### config.mk
export PLATFORM = sky130hd
export DESIGN_NAME = commit_merger
export DESIGN_NICKNAME = d
export VERILOG_FILES = /design/src/rtl/offnariscv_pkg.sv /design/src/rtl/order_fifo.sv /design/src/rtl/commit_merger.sv
export SDC_FILE = /design/constraint.sdc
export NUM_CORES = 1
export LEC_CHECK = 0
export CAP_MARGIN = 5
export CORE_AREA = 2 2 210 212
export CTS_CLUSTER_SIZE = 40
export DETAILED_ROUTE_END_ITERATION = 10
export DIE_AREA = 0 0 212 214
export GPL_ROUTABILITY_DRIVEN = 0
export GPL_TIMING_DRIVEN = 0
export PLACE_DENSITY_LB_ADDON = 0.12
export SYNTH_ARGS = -nofsm -noshare
export SYNTH_HDL_FRONTEND = slang
export SYNTH_HIERARCHICAL = 1
export SYNTH_SLANG_ARGS = --single-unit
### constraint.sdc
create_clock -name clk -period 2.8 [get_ports clk]
set_input_delay 0.28 -clock clk [delete_from_list [all_inputs] [get_ports clk]]
set_output_delay 0.28 -clock clk [all_outputs]
set_load 0.01 [all_outputs]
### src/rtl/offnariscv_pkg.sv
`default_nettype none
// +-----------------------------------------------------------------------------+
// | Package  : offnariscv_pkg                                                   |
// | Purpose  : execution-unit identifiers and sizing helpers for commit logic   |
// | Revision : 1.0                                                              |
// +-----------------------------------------------------------------------------+
package offnariscv_pkg;

  localparam int NUM_EXEC_UNITS = 3;
  localparam int UNIT_ID_W      = $clog2(NUM_EXEC_UNITS);

  typedef logic [UNIT_ID_W-1:0] unit_id_t;

  localparam unit_id_t UNIT_ALU = unit_id_t'(0);
  localparam unit_id_t UNIT_BRU = unit_id_t'(1);
  localparam unit_id_t UNIT_LSU = unit_id_t'(2);

  // One extra pointer bit distinguishes full from empty.
  function automatic int order_cnt_w(input int depth);
    return $clog2(depth) + 1;
  endfunction

endpackage
`default_nettype wire

### src/rtl/order_fifo.sv
`default_nettype none
// +-----------------------------------------------------------------------------+
// | Module   : order_fifo                                                       |
// | Purpose  : synchronous FIFO of unit indices with clear and occupancy count  |
// | Revision : 1.0                                                              |
// +-----------------------------------------------------------------------------+
module order_fifo
  import offnariscv_pkg::*;
#(
  parameter  int WIDTH = 2,
  parameter  int DEPTH = 8,
  localparam int CNT_W = order_cnt_w(DEPTH)
) (
  input  logic             clk,
  input  logic             rst,
  input  logic             push_i,
  input  logic             pop_i,
  input  logic             clear_i,
  input  logic [WIDTH-1:0] din_i,
  output logic [WIDTH-1:0] dout_o,
  output logic             full_o,
  output logic             empty_o,
  output logic [CNT_W-1:0] count_o
);

  localparam int IDX_W = CNT_W - 1;

  logic [WIDTH-1:0] mem_q [DEPTH];
  logic [CNT_W-1:0] wr_q, wr_d;
  logic [CNT_W-1:0] rd_q, rd_d;
  logic             w_push;
  logic             w_pop;

  assign full_o  = (wr_q[CNT_W-1] != rd_q[CNT_W-1]) && (wr_q[IDX_W-1:0] == rd_q[IDX_W-1:0]);
  assign empty_o = (wr_q == rd_q);
  assign count_o = wr_q - rd_q;
  assign dout_o  = mem_q[rd_q[IDX_W-1:0]];

  // A clear wins over any concurrent push or pop.
  assign w_push = push_i & ~full_o & ~clear_i;
  assign w_pop  = pop_i & ~empty_o & ~clear_i;

  always_comb begin
    wr_d = wr_q;
    rd_d = rd_q;
    if (clear_i) begin
      rd_d = wr_q;
    end else begin
      if (w_push) wr_d = wr_q + CNT_W'(1);
      if (w_pop)  rd_d = rd_q + CNT_W'(1);
    end
  end

  always_ff @(posedge clk or negedge rst) begin
    if (!rst) begin
      wr_q <= '0;
      rd_q <= '0;
    end else begin
      wr_q <= wr_d;
      rd_q <= rd_d;
    end
  end

  always_ff @(posedge clk) begin
    if (w_push) mem_q[wr_q[IDX_W-1:0]] <= din_i;
  end

endmodule
`default_nettype wire

### src/rtl/commit_merger.sv
`default_nettype none
// +-----------------------------------------------------------------------------+
// | Module   : commit_merger                                                    |
// | Purpose  : in-order writeback merger of N execution-unit result streams     |
// | Revision : 1.0                                                              |
// +-----------------------------------------------------------------------------+
module commit_merger
  import offnariscv_pkg::*;
#(
  parameter  int NUM_UNITS   = NUM_EXEC_UNITS,
  parameter  int PAYLOAD_W   = 128,
  parameter  int ORDER_DEPTH = 8,
  localparam int UNIT_W      = $clog2(NUM_UNITS),
  localparam int CNT_W       = order_cnt_w(ORDER_DEPTH)
) (
  input  logic                           clk,
  input  logic                           rst,
  input  logic                           disp_tvalid,
  output logic                           disp_tready,
  input  logic [UNIT_W-1:0]              disp_tunit,
  input  logic [NUM_UNITS-1:0]           ex_tvalid,
  output logic [NUM_UNITS-1:0]           ex_tready,
  input  logic [NUM_UNITS*PAYLOAD_W-1:0] ex_tdata,
  input  logic [NUM_UNITS-1:0]           ex_tredirect,
  output logic                           wb_tvalid,
  input  logic                           wb_tready,
  output logic [PAYLOAD_W-1:0]           wb_tdata,
  output logic [UNIT_W-1:0]              wb_tunit,
  output logic                           wb_tredirect,
  output logic                           flush,
  output logic [CNT_W-1:0]               occupancy
);

  logic [UNIT_W-1:0]    w_head;
  logic                 w_empty;
  logic                 w_full;
  logic                 w_head_ok;
  logic                 w_accept;
  logic [NUM_UNITS-1:0] w_sel;
  logic [PAYLOAD_W-1:0] w_head_data;
  logic                 w_head_redirect;

  logic                 wb_tvalid_q, wb_tvalid_d;
  logic [PAYLOAD_W-1:0] wb_tdata_q, wb_tdata_d;
  logic [UNIT_W-1:0]    wb_tunit_q, wb_tunit_d;
  logic                 wb_tredirect_q, wb_tredirect_d;
  logic                 flush_q, flush_d;

  order_fifo #(
    .WIDTH (UNIT_W),
    .DEPTH (ORDER_DEPTH)
  ) u_order_fifo (
    .clk     (clk),
    .rst     (rst),
    .push_i  (disp_tvalid & disp_tready),
    .pop_i   (w_accept),
    .clear_i (flush_q),
    .din_i   (disp_tunit),
    .dout_o  (w_head),
    .full_o  (w_full),
    .empty_o (w_empty),
    .count_o (occupancy)
  );

  assign disp_tready = ~w_full & ~flush_q;

  generate
    for (genvar gi = 0; gi < NUM_UNITS; gi++) begin : g_head_sel
      assign w_sel[gi] = (w_head == UNIT_W'(gi));
    end
  endgenerate

  // Ready is offered to the head unit whenever the output slot can take a result.
  assign w_head_ok = ~w_empty & ~flush_q & (~wb_tvalid_q | wb_tready);
  assign ex_tready = w_sel & {NUM_UNITS{w_head_ok}};
  assign w_accept  = |(ex_tready & ex_tvalid);

  always_comb begin
    w_head_data     = '0;
    w_head_redirect = 1'b0;
    for (int i = 0; i < NUM_UNITS; i++) begin
      if (w_sel[i]) begin
        w_head_data     = ex_tdata[i*PAYLOAD_W +: PAYLOAD_W];
        w_head_redirect = ex_tredirect[i];
      end
    end
  end

  always_comb begin
    wb_tvalid_d    = wb_tvalid_q;
    wb_tdata_d     = wb_tdata_q;
    wb_tunit_d     = wb_tunit_q;
    wb_tredirect_d = wb_tredirect_q;
    if (w_accept) begin
      wb_tvalid_d    = 1'b1;
      wb_tdata_d     = w_head_data;
      wb_tunit_d     = w_head;
      wb_tredirect_d = w_head_redirect;
    end else if (wb_tready) begin
      wb_tvalid_d    = 1'b0;
    end
    flush_d = w_accept & w_head_redirect;
  end

  always_ff @(posedge clk or negedge rst) begin
    if (!rst) begin
      wb_tvalid_q    <= 1'b0;
      wb_tdata_q     <= '0;
      wb_tunit_q     <= '0;
      wb_tredirect_q <= 1'b0;
      flush_q        <= 1'b0;
    end else begin
      wb_tvalid_q    <= wb_tvalid_d;
      wb_tdata_q     <= wb_tdata_d;
      wb_tunit_q     <= wb_tunit_d;
      wb_tredirect_q <= wb_tredirect_d;
      flush_q        <= flush_d;
    end
  end

  assign wb_tvalid    = wb_tvalid_q;
  assign wb_tdata     = wb_tdata_q;
  assign wb_tunit     = wb_tunit_q;
  assign wb_tredirect = wb_tredirect_q;
  assign flush        = flush_q;

  a_legal_unit: assert property (@(posedge clk) disable iff (!rst)
    disp_tvalid |-> (int'(disp_tunit) < NUM_UNITS));

endmodule
`default_nettype wire
; ---- Word-level counts from Yosys, hierarchy flattened
; Memory sizes are Yosys's and may differ from the RTL's.
; Index checks and enable logic that the tools add are counted.
[op_classes]
add_sub_neg = 3
n_eq_ne = 5
n_mux = 12
bitwise = 16
reduce_logical = 6
[ops]
columns = operator, n
row1 = 128-bit 2-to-1 mux, 3
row2 = 1-bit bitwise AND, 9
row3 = 4-bit by 1-bit adder with 4-bit output (second input constant), 2
row4 = 4-bit 2-to-1 mux, 2
row5 = 1-bit 2-to-1 mux, 7
row6 = 3-bit bitwise AND, 2
row7 = 4-bit == test, 1
row8 = 1-bit NOT, 4
row9 = 2-bit nonzero test, 2
row10 = 4-bit subtractor, 1
row11 = 3-bit == test, 1
row12 = 3-bit OR reduction, 1
row13 = 2-bit by 1-bit == test with 1-bit output (second input constant), 1
row14 = 2-bit == test (second input constant), 1
row15 = 2-bit logical NOT, 1
row16 = 2-bit AND reduction, 1
row17 = 1-bit logical AND, 1
row18 = 1-bit inequality test, 1
row19 = 1-bit OR, 1
[totals]
regBits = 141
mem_bits_rw = 16
input_bits = 396
output_inout_bits = 141
elab_cells = 50
memories = 1
[mem_list]
columns = name, depth, width, read_ports, rd_ports_with_merged_regs, wr, line
row1 = u_order_fifo.mem_q, 8, 2, 1, 0, 1, order_fifo.sv:28  ; logic [WIDTH-1:0] mem_q [DEPTH];

; ---- Depth between registers and ports, before layout
; Gate-level depths: netlist of run 1.
[depth]
word_depth = 11
depth_mapped = 14
ltp_nobuf = 11

; ---- Hierarchy
; The synthesis of run 1 kept the hierarchy.
[by_module_without_submodules]
columns = mod, instances, cells_each, area_per_inst_um2, seq_area_each_um2
row1 = commit_merger, 1, 727, 8087.8, 3328.2
row2 = order_fifo, 1, 97, 1221.2, 680.7

; ---- Least setup slack after synthesis of run 1
; Ideal clock, no wire load.
[synth_timing]
kind = reg-to-reg
startpoint = register u_order_fifo.rd_q[0]
endpoint = register u_order_fifo.rd_q[3]
setup_ps = 123
t_arrival_ps = 2557
t_required_ps = 2677
path_slack_ps = 120
path_stages_with_launch = 15
path_buffers = 3
synth_period_minus_slack_ps = 2680
cell_sequence = dfrtp_1 > buf_2 > mux4_2 > nand2_1 > nand2_1 > buf_2 > mux2_2 > nor2_1 > a211o_1 > inv_4 > buf_4 > nand4_1 > a21oi_1 > xnor2_1 > o21ai_1
[synth_via]
word_cells_on_any_way = 17
classes_between = add/sub: 1 / eq/ne: 3 / mux: 2 / bitwise: 7 / reduce/logical: 3 / memory: 1
[synth_rtl]
columns = item, line
row1 = from (decl), order_fifo.sv:30  ; logic [CNT_W-1:0] rd_q, rd_d;
row2 = from (signal assigned), order_fifo.sv:60  ; rd_q <= rd_d;
row3 = memory read 8 x 2 bit *, -
row4 = via w_head[0], commit_merger.sv:34  ; logic [UNIT_W-1:0] w_head;
row5 = 2-bit by 1-bit == test with 1-bit output (tied with other cells), commit_merger.sv:69  ; assign w_sel[gi] = (w_head == UNIT_W'(gi));
row6 = 3-bit bitwise AND *, commit_merger.sv:75  ; assign ex_tready = w_sel & {NUM_UNITS{w_head_ok}};
row7 = 3-bit bitwise AND *, commit_merger.sv:76  ; assign w_accept = |(ex_tready & ex_tvalid);
row8 = 3-bit OR reduction *, commit_merger.sv:76
row9 = via w_accept, commit_merger.sv:38  ; logic w_accept;
row10 = 1-bit bitwise AND * (2 in a row), order_fifo.sv:41  ; assign w_pop = pop_i & ~empty_o & ~clear_i;
row11 = 2-bit nonzero test (no source line) *, -
; The timed path passes the listed nets; every way through them passes the cells marked *. The select of a mux whose other input is x is not followed.
; A chain may end at the register's enable or synchronous reset.

; ---- Worst setup path after layout of run 1
[layout_timing]
startpoint = register u_order_fifo.rd_q[0]
endpoint = register wb_tdata_q[60] (netlist: wb_tdata[60])
[layout_via]
word_cells_on_any_way = 14
classes_between = eq/ne: 3 / mux: 3 / bitwise: 5 / reduce/logical: 2 / memory: 1
[layout_rtl]
columns = item, line
row1 = memory read 8 x 2 bit *, -
row2 = via w_head[0], commit_merger.sv:34
row3 = 2-bit by 1-bit == test with 1-bit output (tied with other cells), commit_merger.sv:69
row4 = 3-bit bitwise AND or 128-bit 2-to-1 mux (tied branches), "commit_merger.sv:75, commit_merger.sv:82"
row5 = 3-bit bitwise AND or 128-bit 2-to-1 mux (tied branches), "commit_merger.sv:76, commit_merger.sv:82"
row6 = 3-bit OR reduction or 128-bit 2-to-1 mux (tied branches), "commit_merger.sv:76, commit_merger.sv:82"
row7 = to (signal assigned), commit_merger.sv:114  ; wb_tdata_q <= wb_tdata_d;
row8 = to (decl), commit_merger.sv:44  ; logic [PAYLOAD_W-1:0] wb_tdata_q, wb_tdata_d;
; The timed path passes the listed nets; every way through them passes the cells marked *.

==> out/qor.yml, run 1 <==
layout_min_cycle_time_ns: 2.81
crit_start: "u_order_fifo/rd_q[0]"
synth-seq-area-share_pct: 43.1
cp_data_arrival_time_ns: 3.13
required_ns: 3.13
insertion_delay_ns: 0.44
end_kind: "register"
grt-ovfl-total: 0
worstPathMaxFanout: 9
io_buffers: 536
start_util_pct: 21.7
area_delta_synth_final_pct: 80.8
postSynthAreaPerCell_um2: 11.3
cts_sinks: 157
finalHoldViolCount: 0
grt_max_degree: 77
violations: "setup timing"
ant_nets: 0
rsz0062_at_grt: "yes"
synth_top_family_by_area: "multiplexers"
use_met3_pct: 5.44
yosysWarningCount: 6
routed_wl_um: 41200
crit_type: "reg -> reg"
cts_buffers: 17
cp-endpoint: "wb_tdata[60]"
dp_hpwl_um: 31400
start_kind: "register"
ioPinCount: 537
status: "complete, but fails checks"
min_path_type: "in -> async"
reg2regPathDepth: 12
powerDensity_nw_per_um2: 1390
grtUsageMet1_pct: 19.8
post-place-cells: 1946
setup_viol: 17
cts_tree: "yes"
fin_cells: 2013
grt.total_usage_pct: 17.7
grt_pass1_wl_um: 59000
leakage_nw: 7.06
first_iter_violations: 244
mostFrequentLayoutCells: "clkdlybuf4s50_1 (532), nand2_1 (141), dfrtp_1 (138)"
syn_nets: 1226
synth_seq_cells: 157
drive_above_1_share_pct: 18.9
worst_pin_slew_ns: 0.739
nets: 1817
synthMuxAreaShare_pct: 34.4
peakVddDrop_v: 0.000755
r2r_slack_ns: -0.006
htree_levels: 4
r2r-end: "wb_tdata[60]"
grt_antenna_before_repair: 1
die-area_um2: 45400
clkSlewWorstSetupHoldPaths_ns: 0.07
netlist_instances: 824
vias: 8491
routedWlPerCell_um: 20.5
synthDistinctLibCells: 42
cts_buffer_depth: 2
die_w_um: 212
maxSlewViolCount: 0
synthXorXnorAreaFrac_pct: 0.941
worst_slack_ns: -0.00603
core_area_um2: 42900
slew_headroom_pct: 50.8
use_met2_pct: 32.2
max_cap_viol_count: 0
synthAdderAreaFrac_pct: 0.887
synth_compound_area_share_pct: 7.93
synth-simple-area-share_pct: 7.73
n_antenna_cell: 0
grt_busiest_layer: "met2"
layout_commonest_cell: "clkdlybuf4s50_1"
finClkSkew_ns: 0.0122
first_pass_iters: 5
die_h_um: 214
nFillCells: 4262
final_core_util_pct: 39.2
rows: 76
grt_pass1_vias: 9128
cts_root_buffer: "clkbuf_16"
drc: 0
synth_area_um2: 9310
viasPerCell: 4.22
reg2reg_from: "u_order_fifo/rd_q[0]"
fmax_ghz: 0.356
period_share_pct: 100
## area by class of cell
cell class,count,area [um2],area share (%)
Sequential cell,157,4010,23.8
Clock inverter,15,159,0.944
Inverter,9,38.8,0.231
Multi-Input combinational cell,596,4940,29.3
Buffer,60,561,3.33
Clock buffer,17,425,2.53
Tap cell,585,732,4.35
Timing Repair Buffer,574,5960,35.4
## sequential cells by signal (all words and copies together), names as in the netlist
name and flops:
wb_tdata 128, u_order_fifo/mem_q 16, u_order_fifo/rd_q 4, u_order_fifo/wr_q 4
wb_tunit 2, flush 1, wb_tredirect 1, wb_tvalid 1
## kinds of logic (layout without fill, tap and decap cells)
family	after synthesis	count (layout)
AO/OA/AOI/OAI	143	143
XOR/XNOR	10	10
adder cells (fa/ha/maj)	6	6
buffers and inverters	71	675
flip-flops	157	157
multiplexers	265	265
AND/OR/NAND/NOR	172	172
## power by group
part           switching [mW]  internal (mW)
sequential              0.574           3.44
combinational            7.46           9.54
clock                    1.06           1.33
## through the flow
stage	setup WS, ns	TNS (ns)	hold slack, ns	instance area [um2]	power (mW)
after global placement	-5.14	-851.36	0.470	15400	18.9
after CTS	-0.0683	-2.27	0.383	16500	23.0
after detailed placement	-1.78	-133.03	0.266	15400	19.0
after global routing	-0.104	-7.19	0.395	16800	25.0
after floorplan	0.120	0	-0.0156	9310	13.4
final	-0.00603	-0.0457	0.357	16800	23.4
## timing repair
action | in CTS | in global routing
resized for setup | 78 | 23
setup endpoints to repair | 143 | 133
hold buffers | 1 | 0
pin swaps | 2 | 8
endpoints found under the hold margin | 65 | 0
cloned | 4 | 10
buffers inserted | 21 | 4
## Yosys cell counts
master | instances | share of area, %
a211o_1 | 1 | 0.094
a21o_1 | 1 | 0.081
a21oi_1 | 2 | 0.11
a21oi_2 | 1 | 0.094
a22o_1 | 2 | 0.19
and2_1 | 2 | 0.13
and3_1 | 1 | 0.067
buf_1 | 10 | 0.40
buf_12 | 10 | 2.2
buf_2 | 18 | 0.97
buf_4 | 4 | 0.32
clkbuf_1 | 20 | 0.81
dfrtp_1 | 141 | 38
edfxtp_1 | 16 | 5.2
fa_1 | 1 | 0.22
ha_1 | 5 | 0.67
inv_1 | 8 | 0.32
inv_4 | 1 | 0.067
mux2_1 | 1 | 0.12
mux2_2 | 39 | 4.7
mux2_4 | 90 | 15
mux2i_1 | 131 | 14
mux4_2 | 4 | 0.97
nand2_1 | 144 | 5.8
nand2b_1 | 3 | 0.20
nand3_1 | 1 | 0.054
nand4_1 | 2 | 0.13
nor2_1 | 6 | 0.24
nor2b_1 | 3 | 0.20
nor3_1 | 2 | 0.11
nor3_2 | 3 | 0.32
nor3b_1 | 1 | 0.081
nor4_2 | 1 | 0.13
o211ai_1 | 1 | 0.081
o21ai_0 | 129 | 6.9
o21ai_1 | 5 | 0.27
o21bai_1 | 1 | 0.081
or2_4 | 1 | 0.094
or2b_1 | 1 | 0.081
or3_1 | 1 | 0.067
xnor2_1 | 8 | 0.75
xor2_1 | 2 | 0.19
## worst max-delay path: stages, from the launching register on
cell and delay (ns):
dfrtp_1 0.36, buf_6 0.14, mux4_2 0.51, nand2_1 0.08
nand2_1 0.07, buf_8 0.15, mux2_4 0.31, nor2_2 0.08
a211o_1 0.19, clkinv_4 0.13, buf_12 0.19, clkbuf_16 0.17
mux2_4 0.29
## worst min path at each step
stage / startpoint / endpoint / depth (start not counted)
6_report: rst / wb_tdata[46] / 2
5_1_grt: rst / wb_tdata[46] / 2
2_1_floorplan: rst / flush / 0
3_5_place_dp: rst / wb_tdata[46] / 1
4_1_cts: rst / wb_tdata[46] / 2
3_3_place_gp: wb_tdata[104] / wb_tdata[104] / 1
## routing by layer
layer / share of wire (%) / wire [um]
met4: 1.2 / 507
met5: 0.032 / 13
met2: 52 / 21400
met3: 7.8 / 3190
met1: 39 / 16100
Note: power is estimated with default switching activity, not from simulation.
==> inputs of run 2 (changes only) <==
==> constraint.sdc (replaced) <==
create_clock -name clk -period 2.4 [get_ports clk]
set_input_delay 0.24 -clock clk [delete_from_list [all_inputs] [get_ports clk]]
set_output_delay 0.24 -clock clk [all_outputs]
set_load 0.01 [all_outputs]
==> out/qor.yml, run 2 (synthesized netlist as in run 1, its figures left out) <==
status: "complete, but fails checks"
violations: "setup timing"
cts_root_buffer: "clkbuf_16"
leakage_nw: 7.18  # +1.8%
nFillCells: 4295  # +0.77%
holdWs_ns: 0.303  # -0.0541 ns
ioPinCount: 537  # unchanged
slowest_delay_ns: 0.40  # -0.11 ns
peakVddDrop_v: 0.000757  # +0.18%
finalHoldViolCount: 0  # unchanged
first_iter_violations: 284  # +16%
drc: 0  # unchanged
powerDensity_nw_per_um2: 1620  # +17%
setup_viol: 137  # +120
grt_antenna_before_repair: 5  # +4
insertion_delay_ns: 0.44  # about the same
grt-ovfl-total: 0  # unchanged
crit_path_cell_trace: "buf_4, buf_4, ha_4, nand3_4, nor2_1, or3_1, buf_6, a211o_1, clkinv_4, buf_12, buf_12, mux2_4"
htree_levels: 4  # unchanged
vias: 8504  # +0.15%
worst_slack_ns: -0.396  # -0.390 ns
die_h_um: 214  # unchanged
max_cap_viol_count: 0  # unchanged
routed_wl_um: 41200  # about the same
min_path_type: "in -> async"
routedWlPerCell_um: 20.3  # -0.53%
slew_headroom_pct: 49.9  # -0.88 points
grt.total_usage_pct: 17.8  # +0.12 points
die-area_um2: 45400  # unchanged
io_buffers: 536  # unchanged
cts_buffer_depth: 2  # unchanged
largest_reg_flops: 128  # unchanged
ant_nets: 0  # unchanged
area_delta_synth_final_pct: 82.5
cts_buffers: 17  # unchanged
clkSlewWorstSetupHoldPaths_ns: 0.07  # about the same
grt_pass1_wl_um: 59100  # +0.16%
cp_data_arrival_time_ns: 3.12  # about the same
fin_cells: 2024  # +0.55%
maxSlewViolCount: 0  # unchanged
final_core_util_pct: 39.6  # +0.38 points
finClkSkew_ns: 0.0116  # -0.000661 ns
core_area_um2: 42900  # unchanged
grt_max_degree: 81  # +5.2%
finalPower_mw: 27.6  # +18%
worstPathMaxFanout: 10  # +1
period_share_pct: 117  # +16 points
slowest_stage: "dfrtp_1"
dp_hpwl_um: 31500  # +0.31%
post-place-cells: 1946  # unchanged
die_w_um: 212  # unchanged
viasPerCell: 4.20  # -0.39%
required_ns: 2.72  # -0.41 ns
layout_commonest_cell: "clkdlybuf4s50_1"
rsz0062_at_grt: "yes"
cts_sinks: 157  # unchanged
first_pass_iters: 4  # -1
drive_above_1_share_pct: 20.4  # +1.5 points
fmax_ghz: 0.358  # +0.35%
nets: 1825  # +0.44%
start_kind: "register"
layout_min_cycle_time_ns: 2.80  # -0.00978 ns
start_util_pct: 21.7  # unchanged
cts_tree: "yes"
mostFrequentLayoutCells: "clkdlybuf4s50_1 (528), nand2_1 (138), dfrtp_1 (138)"
rows: 76  # unchanged
end_kind: "register"
worst_pin_slew_ns: 0.752  # +0.0133 ns
crit_type: "reg -> reg"
grt_pass1_vias: 9034  # -1.0%
run 2: power by group:
| part | internal [mW] | total [mW] | switching [mW] |
|---|---|---|---|
| Combinational | 11.2 | 20.2 | 8.95 |
| Sequential | 4.02 | 4.69 | 0.671 |
| Clock | 1.48 | 2.74 | 1.26 |
run 2: cell type report:
type | count | area, um2 | area share [%]
antenna | 3 | 7.51 | 0.0442
buffer | 60 | 614 | 3.62
clock buffer | 18 | 439 | 2.59
clock inverter | 14 | 136 | 0.803
inverter | 9 | 38.8 | 0.228
multi-input combinational | 596 | 5160 | 30.4
sequential | 157 | 4010 | 23.6
tap | 585 | 732 | 4.31
timing repair buffer | 582 | 5850 | 34.4
run 2: per-stage QoR:
| step | TNS [ns] | instance area, um2 | setup slack (ns) |
|---|---|---|---|
| 2_1_floorplan | -13.39 | 9340 | -0.136 |
| 4_1_cts | -54.90 | 16700 | -0.451 |
| 5_1_grt | -66.50 | 17000 | -0.518 |
| 3_3_place_gp | -915.19 | 15400 | -6.04 |
| 3_5_place_dp | -138.36 | 15500 | -1.65 |
| 6_report | -48.71 | 17000 | -0.396 |
run 2: path summary, 6_finish.rpt:
| check | start | to | slack (ns) | cells past startpoint |
|---|---|---|---|---|
| min | rst | wb_tdata[119] | 0.30 | 2 |
| min reg2reg | wb_tdata[59] | wb_tdata[59] | 0.51 | 1 |
| max reg2reg | u_order_fifo/rd_q[0] | wb_tdata[12] | -0.40 | 12 |
| min in group clk | ex_tvalid[1] | wb_tunit[0] | 0.44 | 2 |
| max in group asynchronous | rst | wb_tdata[16] | 1.26 | 3 |
| max | u_order_fifo/rd_q[0] | wb_tdata[12] | -0.40 | 12 |
run 2: critical path, delay by kind of cell (launching register included):
kind / cells / cell delay (ns)
buffers and inverters: 6 / 0.87
and+or+nand+nor: 3 / 0.49
DFF: 1 / 0.40
AOI/OAI and AO/OA: 1 / 0.32
muxes: 1 / 0.30
adders and majority gates: 1 / 0.24
run 2: what timing repair did:
action,in CTS,in global routing
endpoints found under the hold margin,61,0
gates resized for setup,131,39
pin swaps,4,14
hold buffers,1,0
setup endpoints to repair,151,158
gates cloned,1,4
setup buffers,22,17
run 2: per-layer routing:
metal  global-route usage (%)  routed length [um]  vias to the layer above
met5                        0                  17                        -
met4                     5.02                 575                        2
met3                     5.72                3310                       25
met2                     31.3               20700                      310
met1                     20.5               16600                     4069
li1                         -                   -                     4098
==> inputs of run 3 (changes only) <==
==> constraint.sdc (replaced) <==
create_clock -name clk -period 3.4 [get_ports clk]
set_input_delay 0.34 -clock clk [delete_from_list [all_inputs] [get_ports clk]]
set_output_delay 0.34 -clock clk [all_outputs]
set_load 0.01 [all_outputs]
==> out/qor.yml, run 3 (synthesized netlist as in run 1, its figures left out) <==
worst_slack_ns: 0.283  # +0.680 ns
vias: 8349  # -1.8%
cts_tree: "yes"
core_area_um2: 42900  # unchanged
grt_pass1_wl_um: 57800  # -2.3%
grt_antenna_before_repair: 1  # -4
viasPerCell: 4.22  # +0.36%
internal_power_mw: 10.5  # -37%
maxSlewViolCount: 0  # unchanged
grt-ovfl-total: 0  # unchanged
grt.total_usage_pct: 17.3  # -0.52 points
n_antenna_cell: 0  # -3
rsz0062_at_grt: "no"
period_share_pct: 91.7  # -25 points
powerDensity_nw_per_um2: 1090  # -33%
drc: 0  # unchanged
finClkSkew_ns: 0.0112  # -0.000329 ns
cp_data_arrival_time_ns: 3.44  # +0.32 ns
power_frac_seq_pct: 19.0  # +2.0 points
die_w_um: 212  # unchanged
required_ns: 3.72  # +1.00 ns
die_h_um: 214  # unchanged
slew_headroom_pct: 28.4  # -21 points
layout_commonest_cell: "clkdlybuf4s50_1"
htree_levels: 4  # unchanged
die-area_um2: 45400  # unchanged
layout_min_cycle_time_ns: 3.12  # +0.320 ns
fin_cells: 1980  # -2.2%
finalHoldViolCount: 0  # unchanged
dp_slack_ns: -1.24  # +0.407 ns
start_util_pct: 21.7  # unchanged
cts_sinks: 157  # unchanged
ioPinCount: 537  # unchanged
routedWlPerCell_um: 20.1  # -1.4%
drive_above_1_share_pct: 14.9  # -5.5 points
combPwrFrac_pct: 69.8  # -3.3 points
mostFrequentLayoutCells: "clkdlybuf4s50_1 (532), nand2_1 (144), dfrtp_1 (141)"
nets: 1784  # -2.2%
grt_max_degree: 77  # -4.9%
cts_buffers: 17  # unchanged
clkPwrFrac_pct: 11.2  # +1.3 points
crit_type: "reg -> reg"
leakage_nw: 6.73  # -6.3%
io_buffers: 536  # unchanged
cts_buffer_depth: 2  # unchanged
dp_hpwl_um: 31400  # -0.31%
ant_nets: 0  # unchanged
clkSlewWorstSetupHoldPaths_ns: 0.07  # about the same
max_cap_viol_count: 0  # unchanged
sw_frac_of_total_pct: 40.1  # +0.62 points
min_path_type: "in -> async"
post-place-cells: 1946  # unchanged
status: "complete, no violations"
end_kind: "register"
rows: 76  # unchanged
final_area_um2: 16100  # -5.1%
fmax_ghz: 0.321  # -10%
first_pass_iters: 5  # +1
grt_pass1_vias: 9044  # +0.11%
final_core_util_pct: 37.6  # -2.0 points
start_kind: "register"
peakVddDrop_v: 0.000566  # -25%
worst_pin_slew_ns: 1.07  # +0.322 ns
place_area_um2: 15400  # -0.19%
setup_viol: 0  # -100%
routed_wl_um: 39700  # -3.6%
cts_root_buffer: "clkbuf_16"
worstPathMaxFanout: 18  # +8
switchingPower_mw: 7.02  # -36%
area_delta_synth_final_pct: 73.1
insertion_delay_ns: 0.44  # about the same
first_iter_violations: 232  # -18%
nFillCells: 4325  # +0.70%
largest_reg_flops: 128  # unchanged
[run 3: changes by cell type in the layout (fill, tap and decap cells not counted), sizes merged]
cell | previous run | this run
diode | 3 | 0
bufinv | 1 | 2
buf | 80 | 45
clkdlybuf4s50 | 528 | 532
clkdlybuf4s15 | 2 | 0
dlymetal6s2s | 0 | 1
dlygate4sd2 | 0 | 2
inv | 12 | 15
clkbuf | 48 | 37
clkdlybuf4s18 | 1 | 0
clkinvlp | 2 | 1
clkinv | 8 | 6
[run 3: final timing paths]
path | startpoint | to | slack, ns | cells past startpoint
worst max-delay path | u_order_fifo/rd_q[0] | wb_tdata[6] | 0.28 | 13
worst min-delay path | rst | wb_tdata[46] | 0.40 | 2
worst max register to register | u_order_fifo/rd_q[0] | wb_tdata[6] | 0.28 | 13
worst min register to register | wb_tdata[104] | wb_tdata[104] | 0.50 | 1
max in group asynchronous | rst | wb_tunit[1] | 2.18 | 3
min in group clk | wb_tdata[104] | wb_tdata[104] | 0.50 | 1
[run 3: routing by layer]
layer	vias to the layer above	global-route usage, %	wire [um]
met4	2	4.44	513
met5	-	0	12
li1	4021	-	-
met3	25	5.64	3330
met1	4001	19.0	15300
met2	300	31.6	20500
[run 3: cell type report]
class                      count  area [um2]  area share [%]
buffer                        61         494            3.07
timing repair buffer         540        5420            33.6
tap                          585         732            4.54
inverter                       9        36.3           0.225
clock inverter                15         159           0.986
sequential                   157        4010            24.9
clock buffer                  17         425            2.64
multi-input combinational    596        4840            30.0
[run 3: critical path, cell delays in order, from the launching register on]
cell and delay, ns:
dfrtp_1 0.41, buf_4 0.20, mux4_2 0.52, nand2_1 0.08
nand2_1 0.07, buf_6 0.15, buf_12 0.17, nor2b_4 0.14
clkbuf_16 0.15, buf_4 0.24, buf_2 0.27, nand2_1 0.10
o21ai_0 0.16, mux2_4 0.32
[run 3: power by group through the flow]
stage               clock [mW]  sequential [mW]  combinational (mW)
global placement             0             3.32                12.3
finish                    1.96             3.32                12.2
global route              2.11             3.43                13.2
CTS                       2.04             3.33                12.5
detailed placement           0             3.34                12.3
floorplan                    0             3.65                7.36
[run 3: per-stage QoR]
stage | hold WS (ns) | power [mW] | setup TNS, ns
2_1_floorplan | 0.0444 | 11.0 | 0
3_3_place_gp | 0.470 | 15.6 | -701.66
3_5_place_dp | 0.326 | 15.6 | -60.20
4_1_cts | 0.443 | 17.9 | 0
5_1_grt | 0.442 | 18.8 | 0
6_report | 0.402 | 17.5 | 0
[run 3: repair_timing]
action	4_1_cts	5_1_grt
hold buffers	1	0
pin swaps	0	0
setup buffers	1	1
resized for setup	22	1
endpoints found under the setup margin	102	1
hold endpoints to repair	65	0
